## config.mk

```make
export PLATFORM = sky130hd
export DESIGN_NAME = exec_pipe_reg_flat
export DESIGN_NICKNAME = d
export VERILOG_FILES = /design/src/rtl/exec_pipe_reg_if.sv /design/src/rtl/exec_pipe_reg.sv /design/src/flat_wrapper.sv
export SDC_FILE = /design/constraint.sdc
export NUM_CORES = 1
export LEC_CHECK = 0
export CAP_MARGIN = 20
export CORE_AREA = 2 2 227 229
export CTS_CLUSTER_DIAMETER = 60
export DETAILED_ROUTE_END_ITERATION = 10
export DIE_AREA = 0 0 229 231
export PLACE_DENSITY = 0.64
export SLEW_MARGIN = 20
export SYNTH_ARGS = -nofsm -noshare
export SYNTH_HDL_FRONTEND = slang
export SYNTH_SLANG_ARGS = --single-unit
export TNS_END_PERCENT = 5
```

## constraint.sdc

```tcl
create_clock -name clk -period 1.8 [get_ports clk]
set_input_delay 0.18 -clock clk [delete_from_list [all_inputs] [get_ports clk]]
set_output_delay 0.18 -clock clk [all_outputs]
set_load 0.01 [all_outputs]
```

## src/rtl/exec_pipe_reg_if.sv

```systemverilog
// exec_pipe_reg_if: decode-to-execute bundle and hazard-control bus.
//   master : decode stage / hazard unit side. Drives the *_d bundle and
//            stall_e/bubble_e, and receives the *_e outputs and debug state.
//   slave  : the pipeline register itself.
// Signals:
//   stall_e, bubble_e              hazard controls
//   icode_d..d_stat                decode bundle (into the register)
//   icode_e..e_stat, valid_e       execute bundle (registered)
//   stall_cnt, bubble_cnt, ctl_err debug counters and sticky flag
interface exec_pipe_reg_if #(
    parameter int W      = 64,
    parameter int STAT_W = 3,
    parameter int CNT_W  = 16
);
    logic              stall_e;
    logic              bubble_e;
    logic [3:0]        icode_d, ifun_d, regA_d, regB_d;
    logic [W-1:0]      valA_d, valB_d, valC_d, valP_d;
    logic [STAT_W-1:0] d_stat;

    logic [3:0]        icode_e, ifun_e, regA_e, regB_e;
    logic [W-1:0]      valA_e, valB_e, valC_e, valP_e;
    logic [STAT_W-1:0] e_stat;
    logic              valid_e;
    logic [CNT_W-1:0]  stall_cnt, bubble_cnt;
    logic              ctl_err;

    modport master (
        output stall_e, bubble_e,
        output icode_d, ifun_d, regA_d, regB_d,
        output valA_d, valB_d, valC_d, valP_d, d_stat,
        input  icode_e, ifun_e, regA_e, regB_e,
        input  valA_e, valB_e, valC_e, valP_e, e_stat, valid_e,
        input  stall_cnt, bubble_cnt, ctl_err
    );

    modport slave (
        input  stall_e, bubble_e,
        input  icode_d, ifun_d, regA_d, regB_d,
        input  valA_d, valB_d, valC_d, valP_d, d_stat,
        output icode_e, ifun_e, regA_e, regB_e,
        output valA_e, valB_e, valC_e, valP_e, e_stat, valid_e,
        output stall_cnt, bubble_cnt, ctl_err
    );
endinterface

```

## src/rtl/exec_pipe_reg.sv

```systemverilog
// exec_pipe_reg: Y86-64 decode-to-execute pipeline register.
// Latches the decode bundle each cycle, with hazard-unit stall (hold) and
// bubble (inject NOP) controls. Stall outranks bubble; seeing both at once
// sets the sticky ctl_err flag. Saturating counters record stall and bubble
// cycles. Reset is asynchronous and loads a bubble. Every output is a flop.
// Ports:
//   clk   rising-edge clock
//   rst_n asynchronous active-low reset
//   bus   exec_pipe_reg_if slave (decode bundle in, execute bundle out)
module exec_pipe_reg #(
    parameter int                W         = 64,
    parameter int                STAT_W    = 3,
    parameter int                CNT_W     = 16,
    parameter logic [3:0]        NOP_ICODE = 4'h1,
    parameter logic [3:0]        RNONE     = 4'hF,
    parameter logic [STAT_W-1:0] BUB_STAT  = '0
) (
    input  logic           clk,
    input  logic           rst_n,
    exec_pipe_reg_if.slave bus
);
    typedef struct packed {
        logic [3:0]        icode;
        logic [3:0]        ifun;
        logic [3:0]        regA;
        logic [3:0]        regB;
        logic [W-1:0]      valA;
        logic [W-1:0]      valB;
        logic [W-1:0]      valC;
        logic [W-1:0]      valP;
        logic [STAT_W-1:0] stat;
    } bundle_t;

    localparam bundle_t BUBBLE = '{
        icode: NOP_ICODE, ifun: 4'h0, regA: RNONE, regB: RNONE,
        valA: '0, valB: '0, valC: '0, valP: '0, stat: BUB_STAT
    };

    bundle_t          q;
    bundle_t          dIn;
    logic             validQ;
    logic [CNT_W-1:0] stallCnt, bubbleCnt;
    logic             ctlErr;

    assign dIn = '{
        icode: bus.icode_d, ifun: bus.ifun_d, regA: bus.regA_d, regB: bus.regB_d,
        valA: bus.valA_d, valB: bus.valB_d, valC: bus.valC_d, valP: bus.valP_d,
        stat: bus.d_stat
    };

    always_ff @(posedge clk or negedge rst_n) begin
        if (!rst_n) begin
            q         <= BUBBLE;
            validQ    <= 1'b0;
            stallCnt  <= '0;
            bubbleCnt <= '0;
            ctlErr    <= 1'b0;
        end else if (bus.stall_e) begin
            // Hold payload and valid; a simultaneous bubble request is ignored
            // but flagged, since the hazard unit should never issue both.
            if (stallCnt != '1) stallCnt <= stallCnt + 1'b1;
            if (bus.bubble_e)   ctlErr   <= 1'b1;
        end else if (bus.bubble_e) begin
            q      <= BUBBLE;
            validQ <= 1'b0;
            if (bubbleCnt != '1) bubbleCnt <= bubbleCnt + 1'b1;
        end else begin
            q      <= dIn;
            validQ <= 1'b1;
        end
    end

    assign bus.icode_e    = q.icode;
    assign bus.ifun_e     = q.ifun;
    assign bus.regA_e     = q.regA;
    assign bus.regB_e     = q.regB;
    assign bus.valA_e     = q.valA;
    assign bus.valB_e     = q.valB;
    assign bus.valC_e     = q.valC;
    assign bus.valP_e     = q.valP;
    assign bus.e_stat     = q.stat;
    assign bus.valid_e    = validQ;
    assign bus.stall_cnt  = stallCnt;
    assign bus.bubble_cnt = bubbleCnt;
    assign bus.ctl_err    = ctlErr;
endmodule

```

## src/flat_wrapper.sv

```systemverilog
// flat-port wrapper written by rule: the top's interface ports become plain ports
module exec_pipe_reg_flat 
#(
    parameter int                W         = 64,
    parameter int                STAT_W    = 3,
    parameter int                CNT_W     = 16,
    parameter logic [3:0]        NOP_ICODE = 4'h1,
    parameter logic [3:0]        RNONE     = 4'hF,
    parameter logic [STAT_W-1:0] BUB_STAT  = '0
)
  (clk, rst_n, bus_stall_e, bus_bubble_e, bus_icode_d, bus_ifun_d, bus_regA_d, bus_regB_d, bus_valA_d, bus_valB_d, bus_valC_d, bus_valP_d, bus_d_stat, bus_icode_e, bus_ifun_e, bus_regA_e, bus_regB_e, bus_valA_e, bus_valB_e, bus_valC_e, bus_valP_e, bus_e_stat, bus_valid_e, bus_stall_cnt, bus_bubble_cnt, bus_ctl_err);
  exec_pipe_reg_if #(.W(W), .STAT_W(STAT_W), .CNT_W(CNT_W)) bus_i ();
  input  logic clk;
  input  logic rst_n;
  input wire logic [$bits(bus_i.stall_e)-1:0] bus_stall_e;
  input wire logic [$bits(bus_i.bubble_e)-1:0] bus_bubble_e;
  input wire logic [$bits(bus_i.icode_d)-1:0] bus_icode_d;
  input wire logic [$bits(bus_i.ifun_d)-1:0] bus_ifun_d;
  input wire logic [$bits(bus_i.regA_d)-1:0] bus_regA_d;
  input wire logic [$bits(bus_i.regB_d)-1:0] bus_regB_d;
  input wire logic [$bits(bus_i.valA_d)-1:0] bus_valA_d;
  input wire logic [$bits(bus_i.valB_d)-1:0] bus_valB_d;
  input wire logic [$bits(bus_i.valC_d)-1:0] bus_valC_d;
  input wire logic [$bits(bus_i.valP_d)-1:0] bus_valP_d;
  input wire logic [$bits(bus_i.d_stat)-1:0] bus_d_stat;
  output wire logic [$bits(bus_i.icode_e)-1:0] bus_icode_e;
  output wire logic [$bits(bus_i.ifun_e)-1:0] bus_ifun_e;
  output wire logic [$bits(bus_i.regA_e)-1:0] bus_regA_e;
  output wire logic [$bits(bus_i.regB_e)-1:0] bus_regB_e;
  output wire logic [$bits(bus_i.valA_e)-1:0] bus_valA_e;
  output wire logic [$bits(bus_i.valB_e)-1:0] bus_valB_e;
  output wire logic [$bits(bus_i.valC_e)-1:0] bus_valC_e;
  output wire logic [$bits(bus_i.valP_e)-1:0] bus_valP_e;
  output wire logic [$bits(bus_i.e_stat)-1:0] bus_e_stat;
  output wire logic [$bits(bus_i.valid_e)-1:0] bus_valid_e;
  output wire logic [$bits(bus_i.stall_cnt)-1:0] bus_stall_cnt;
  output wire logic [$bits(bus_i.bubble_cnt)-1:0] bus_bubble_cnt;
  output wire logic [$bits(bus_i.ctl_err)-1:0] bus_ctl_err;
  assign bus_i.stall_e = bus_stall_e;
  assign bus_i.bubble_e = bus_bubble_e;
  assign bus_i.icode_d = bus_icode_d;
  assign bus_i.ifun_d = bus_ifun_d;
  assign bus_i.regA_d = bus_regA_d;
  assign bus_i.regB_d = bus_regB_d;
  assign bus_i.valA_d = bus_valA_d;
  assign bus_i.valB_d = bus_valB_d;
  assign bus_i.valC_d = bus_valC_d;
  assign bus_i.valP_d = bus_valP_d;
  assign bus_i.d_stat = bus_d_stat;
  assign bus_icode_e = bus_i.icode_e;
  assign bus_ifun_e = bus_i.ifun_e;
  assign bus_regA_e = bus_i.regA_e;
  assign bus_regB_e = bus_i.regB_e;
  assign bus_valA_e = bus_i.valA_e;
  assign bus_valB_e = bus_i.valB_e;
  assign bus_valC_e = bus_i.valC_e;
  assign bus_valP_e = bus_i.valP_e;
  assign bus_e_stat = bus_i.e_stat;
  assign bus_valid_e = bus_i.valid_e;
  assign bus_stall_cnt = bus_i.stall_cnt;
  assign bus_bubble_cnt = bus_i.bubble_cnt;
  assign bus_ctl_err = bus_i.ctl_err;
  exec_pipe_reg #(.W(W), .STAT_W(STAT_W), .CNT_W(CNT_W), .NOP_ICODE(NOP_ICODE), .RNONE(RNONE), .BUB_STAT(BUB_STAT)) u_core (.clk(clk), .rst_n(rst_n), .bus(bus_i));
endmodule
```

==> Yosys cells after proc, flatten, opt, wreduce, memory -nomap -nowiden <==
Cells that the tools add are included.
{ "word_totals": {"output_inout_bits": 309, "word_cells": 23, "input_bits": 279, "register_bits": 309} }
{ "op_classes": {"n_mux": 2, "n_eq_ne": 2, "bitwise_logic": 1, "addsub": 2, "n_reduce_logical": 3} }
{ "ops": {"columns": ["cell", "count"], "rows": [
  ["275-bit two-way mux", 1],
  ["16-bit by 1-bit adder with 16-bit output, second input constant", 2],
  ["16-bit != test, second input constant", 2],
  ["2-bit AND reduction", 2],
  ["3-bit AND reduction", 1],
  ["1-bit two-way mux", 1],
  ["1-bit inverter", 1]
]} }

==> Logic depth before layout (Yosys ltp) <==
{ "logic_depth": {"depth_word": 2, "mapped_depth": 6, "ltp_nobuf": 5} }

==> Worst setup path before layout <==
Ideal clock, no wire load.
{ "synth_timing": {"path_kind": "register -> register", "startpoint": "reg u_core.stallCnt[0] (netlist: u_core.bus.stall_cnt[0])", "endpoint": "reg u_core.stallCnt[1] (netlist: u_core.bus.stall_cnt[1])", "arrival_time_ns": 1.469, "setup_ns": 0.125, "n_path_buf": 0, "path_slack_ns": 0.206, "path_stages_with_launch": 6, "required_time_ns": 1.675, "synth_period_minus_slack_ns": 1.594, "cell_sequence": "dfrtp_1 ha_1 nand2_1 nor4_4 a21boi_2 mux2_4"} }
{ "synth_between": {"elab_chain_len": 2, "elab_cells_between_ends": 3, "cone_classes": "1 x add/sub; 1 x eq/ne; 1 x reduce/logical"} }
{ "synth_lines": {"columns": ["element", "line_no", "source"], "rows": [
  ["start: declaration", "exec_pipe_reg.sv:42", "logic [CNT_W-1:0] stallCnt, bubbleCnt;"],
  ["start signal: assignment", "exec_pipe_reg.sv:61", "if (stallCnt != '1) stallCnt <= stallCnt + 1'b1;"],
  ["branches (longest 2 deep; another with 16-bit by 1-bit adder with 16-bit output)", null, null]
]} }
Parallel ways; which one is timed is not known.
A chain may end at the register's enable or synchronous reset.

==> Worst setup path in the final report <==
{ "layout_timing": {"startpoint": "reg u_core.bubbleCnt[11] (netlist: u_core.bus.bubble_cnt[11])", "endpoint": "out bus_bubble_cnt[11]"} }
{ "layout_rtl": {"columns": ["element", "line_no", "source"], "rows": [
  ["start: declaration", "exec_pipe_reg.sv:42", null],
  ["start signal: assignment", "exec_pipe_reg.sv:66", "if (bubbleCnt != '1) bubbleCnt <= bubbleCnt + 1'b1;"],
  ["end: declaration", "flat_wrapper.sv:37", "output wire logic [$bits(bus_i.bubble_cnt)-1:0] bus_bubble_cnt;"]
]} }
No word-level cell between the ends.

==> run metrics <==
Worst-path clk slew=50 ps; #FFs+latches synth=309; largest net degree at the start of global routing=221; Commonest cells post-synth=dfrtp_1, nand2_1, o21ai_0; Synth Area in Simple Gates=24.2%; worst-path cell chain=clkdlybuf4s50_1; DR pass1 iterations=5; final clock skew=9.29 ps; CP top delay family=buffers and inverters; routed length per placed instance=15.8 um; met3 Track Usage GR=4.72%; Pleak=0.00893 uW; Setup CP Type=flip-flop to output port; DRC viols=0; adder-cell share of the synthesized area=0.192%; number of synthesized flops with an enable pin=0; GR Util All Layers=15.3%; CTS tree=yes; pwr dens=940 mW/mm^2; Worst Setup End Kind=output port; Multi-input gate area=0.00489 mm^2; unrepaired setup endpoints after global routing=no; Sw Share=25.8%; mux cell area share after synthesis=0.317%; Setup TNS=0 ps; Mapped Cells=1,339; Yosys cell types=40; most used routing layer in global routing=met2; vias in the first global route=11,400; final hold vios=0; Synth Area in XOR/XNOR=1.35%; status=finished clean; DP HPWL=29.9 mm; number of fill cells=5,016; Worst VDD drop=0.579 mV; Final period util=96.0%; number of endpoints failing setup at the final stage=0; Pins Over Slew Limit=0; top cell type by total area after synthesis=dfrtp_1; gpl congestion=0.851; Area after DPL=0.0197 mm^2; syn_nets=1,620; initial core utilization=25.7%; clock power share=41.0%; crit path time final=1730 ps; I/O pin count=588; met1 Usage GRT=18.1%; port buffer count=587; initial antenna violation count=0; P_sw=5110 uW; clock sink count=309; Post-Route WL=41.3 mm; row cnt=83; CP peak stage delay=580 ps; internal power=14,700 uW; DIE AREA=0.0529 mm^2; vias=11,200; Most used DFF post-synth=dfrtp_1; drt initial violations=440; Peak Freq=579 MHz; Async S/R FF share, synth=100%; crit path DAT=1550 ps; synth top area cells=dfrtp_1, nand2b_1, o21ai_0; Die Height=231 um; H-tree level count=2; fin nets=2,185; Compound-Gate Fraction of Synth Area=11.5%; Mapped Avg Cell Area=9.73 um^2; cell with the most instances after synthesis=dfrtp_1; CP required=1620 ps; Skew-Pair Late Insertion Delay=540 ps; mapped cell area=0.0130 mm^2; Syn-to-layout area delta=61.7%; layout cells sized above 1=5.95%; dpl ws=118 ps; post-route cell area=0.0211 mm^2; Max-Cap Viols=0; met2 GRT Util=26.2%; top cell type's share of synthesized area=57.6%; Routed Antenna Nets=0; CP max stage cell=clkdlybuf4s50_1; Pwr Total=19,800 uW; gr ovfl total=0; Seq/Total Area, Yosys=59.5%; largest family of logic cells by synthesized area=simple AND/OR/NAND/NOR gates; Rel. slew slack=47.8%; Worst-Margin Slew=782 ps; first-pass GRT wire length=64.7 mm; Via density=4.27; clk buf depth=3; Antenna Cells=0; FF-to-FF setup slack=120 ps; YS warnings=0; Util after Layout=41.5%; Critical Path Fanout Max=4; Root Buffer=clkbuf_16; Hold WC Path Type=input pin to flip-flop; sequential power share=40.7%; TritonCTS Buffers=41; chip width=229 um; setup ws final=72.6 ps; Core Area=0.0507 mm^2; combinational fraction of design power=18.3%; Sequential Area=0.00775 mm^2; CP bufs+invs=1; Setup crit start kind=flip-flop
==> final cells by class <==
class / instances / area share (%)
sequential: 309 / 36.8
clock inverter: 10 / 0.594
tap: 680 / 4.04
inverter: 2 / 0.0357
timing repair buffer: 615 / 29.4
clock buffer: 63 / 5.90
multi-input combinational: 935 / 23.3
==> what timing repair did <==
| item | 4_1_cts | 5_1_grt |
|---|---|---|
| buffers inserted | 0 | 0 |
| hold endpoints to repair | 157 | 0 |
| setup endpoints to repair | 19 | 8 |
| resized for setup | 19 | 8 |
| hold buffers | 2 | 0 |
==> state kept, by name (all words and copies together), names as in the netlist <==
signal / cells
u_core.bus.regA_e: 4
u_core.bus.bubble_cnt: 16
u_core.bus.ctl_err: 1
u_core.bus.stall_cnt: 16
u_core.bus.valid_e: 1
u_core.bus.icode_e: 4
u_core.bus.valP_e: 64
u_core.bus.valC_e: 64
u_core.bus.valB_e: 64
u_core.bus.regB_e: 4
u_core.bus.valA_e: 64
u_core.bus.e_stat: 3
u_core.bus.ifun_e: 4
==> worst paths after layout <==
| kind | startpoint | cells past startpoint | to |
|---|---|---|---|
| worst min-delay path | bus_bubble_e | 4 | u_core.bus.regA_e[0]$_DFFE_PN1N_ |
| worst min register to register | u_core.bus.ctl_err$_DFFE_PN0P_ | 1 | u_core.bus.ctl_err$_DFFE_PN0P_ |
| worst max-delay path | u_core.bus.bubble_cnt[11]$_DFFE_PN0P_ | 1 | bus_bubble_cnt[11] |
| min in group asynchronous | rst_n | 2 | u_core.bus.valA_e[37]$_DFFE_PN0N_ |
| worst max register to register | u_core.bus.stall_cnt[0]$_DFFE_PN0P_ | 6 | u_core.bus.stall_cnt[9]$_DFFE_PN0P_ |
| max in group asynchronous | rst_n | 3 | u_core.bus.regB_e[3]$_DFFE_PN1N_ |
==> cells in the final DEF, fill, tap and decap left out, types with 3 or more instances in the layout <==
| cell type | n |
|---|---|
| xor2_1 | 17 |
| and3_1 | 4 |
| xnor2_1 | 3 |
| nand2_1 | 286 |
| and4_1 | 3 |
| a31oi_1 | 3 |
| clkbuf_8 | 9 |
| nor3_1 | 10 |
| dfstp_2 | 9 |
| nor2_1 | 21 |
| clkdlybuf4s50_1 | 561 |
| buf_12 | 7 |
| clkbuf_16 | 43 |
| dlymetal6s2s_1 | 6 |
| dfrtp_2 | 4 |
| o21ai_0 | 277 |
| inv_8 | 3 |
| nand3_1 | 5 |
| dlygate4sd2_1 | 17 |
| clkinv_2 | 3 |
| dfrtp_1 | 296 |
| nand4_1 | 6 |
| buf_4 | 19 |
| a21oi_1 | 8 |
| clkbuf_1 | 11 |
| nand2b_1 | 265 |
==> logic make-up after synthesis <==
group	Yosys count
xor gates and xnor gates	20
buffers and inverters	95
muxes	3
AOI/OAI and AO/OA	294
DFF	309
adders and majority gates	2
and+or+nand+nor	616
==> metrics by stage <==
step                      hold slack (ps)  cells
after CTS                            91.7   2614
after detailed placement              152   2539
after global placement                148   2539
final                                 140   2614
after global routing                  124   2614
after floorplan                      -116   1339
==> layer usage <==
| layer | share of wire [%] | up-vias |
|---|---|---|
| met5 | 0 | - |
| met1 | 40 | 5242 |
| met2 | 50 | 370 |
| li1 | - | 5482 |
| met4 | 2.9 | 0 |
| met3 | 7.4 | 69 |
==> power groups by stage <==
stage	Clock [uW]	Sequential, uW	Combinational (uW)
2_1_floorplan	0	8420	963
6_report	8120	8060	3620
5_1_grt	8710	8150	3930
4_1_cts	8440	8060	3690
3_3_place_gp	0	8120	3690
3_5_place_dp	0	8170	3710
No activity file was read; power rests on OpenSTA's default activity.
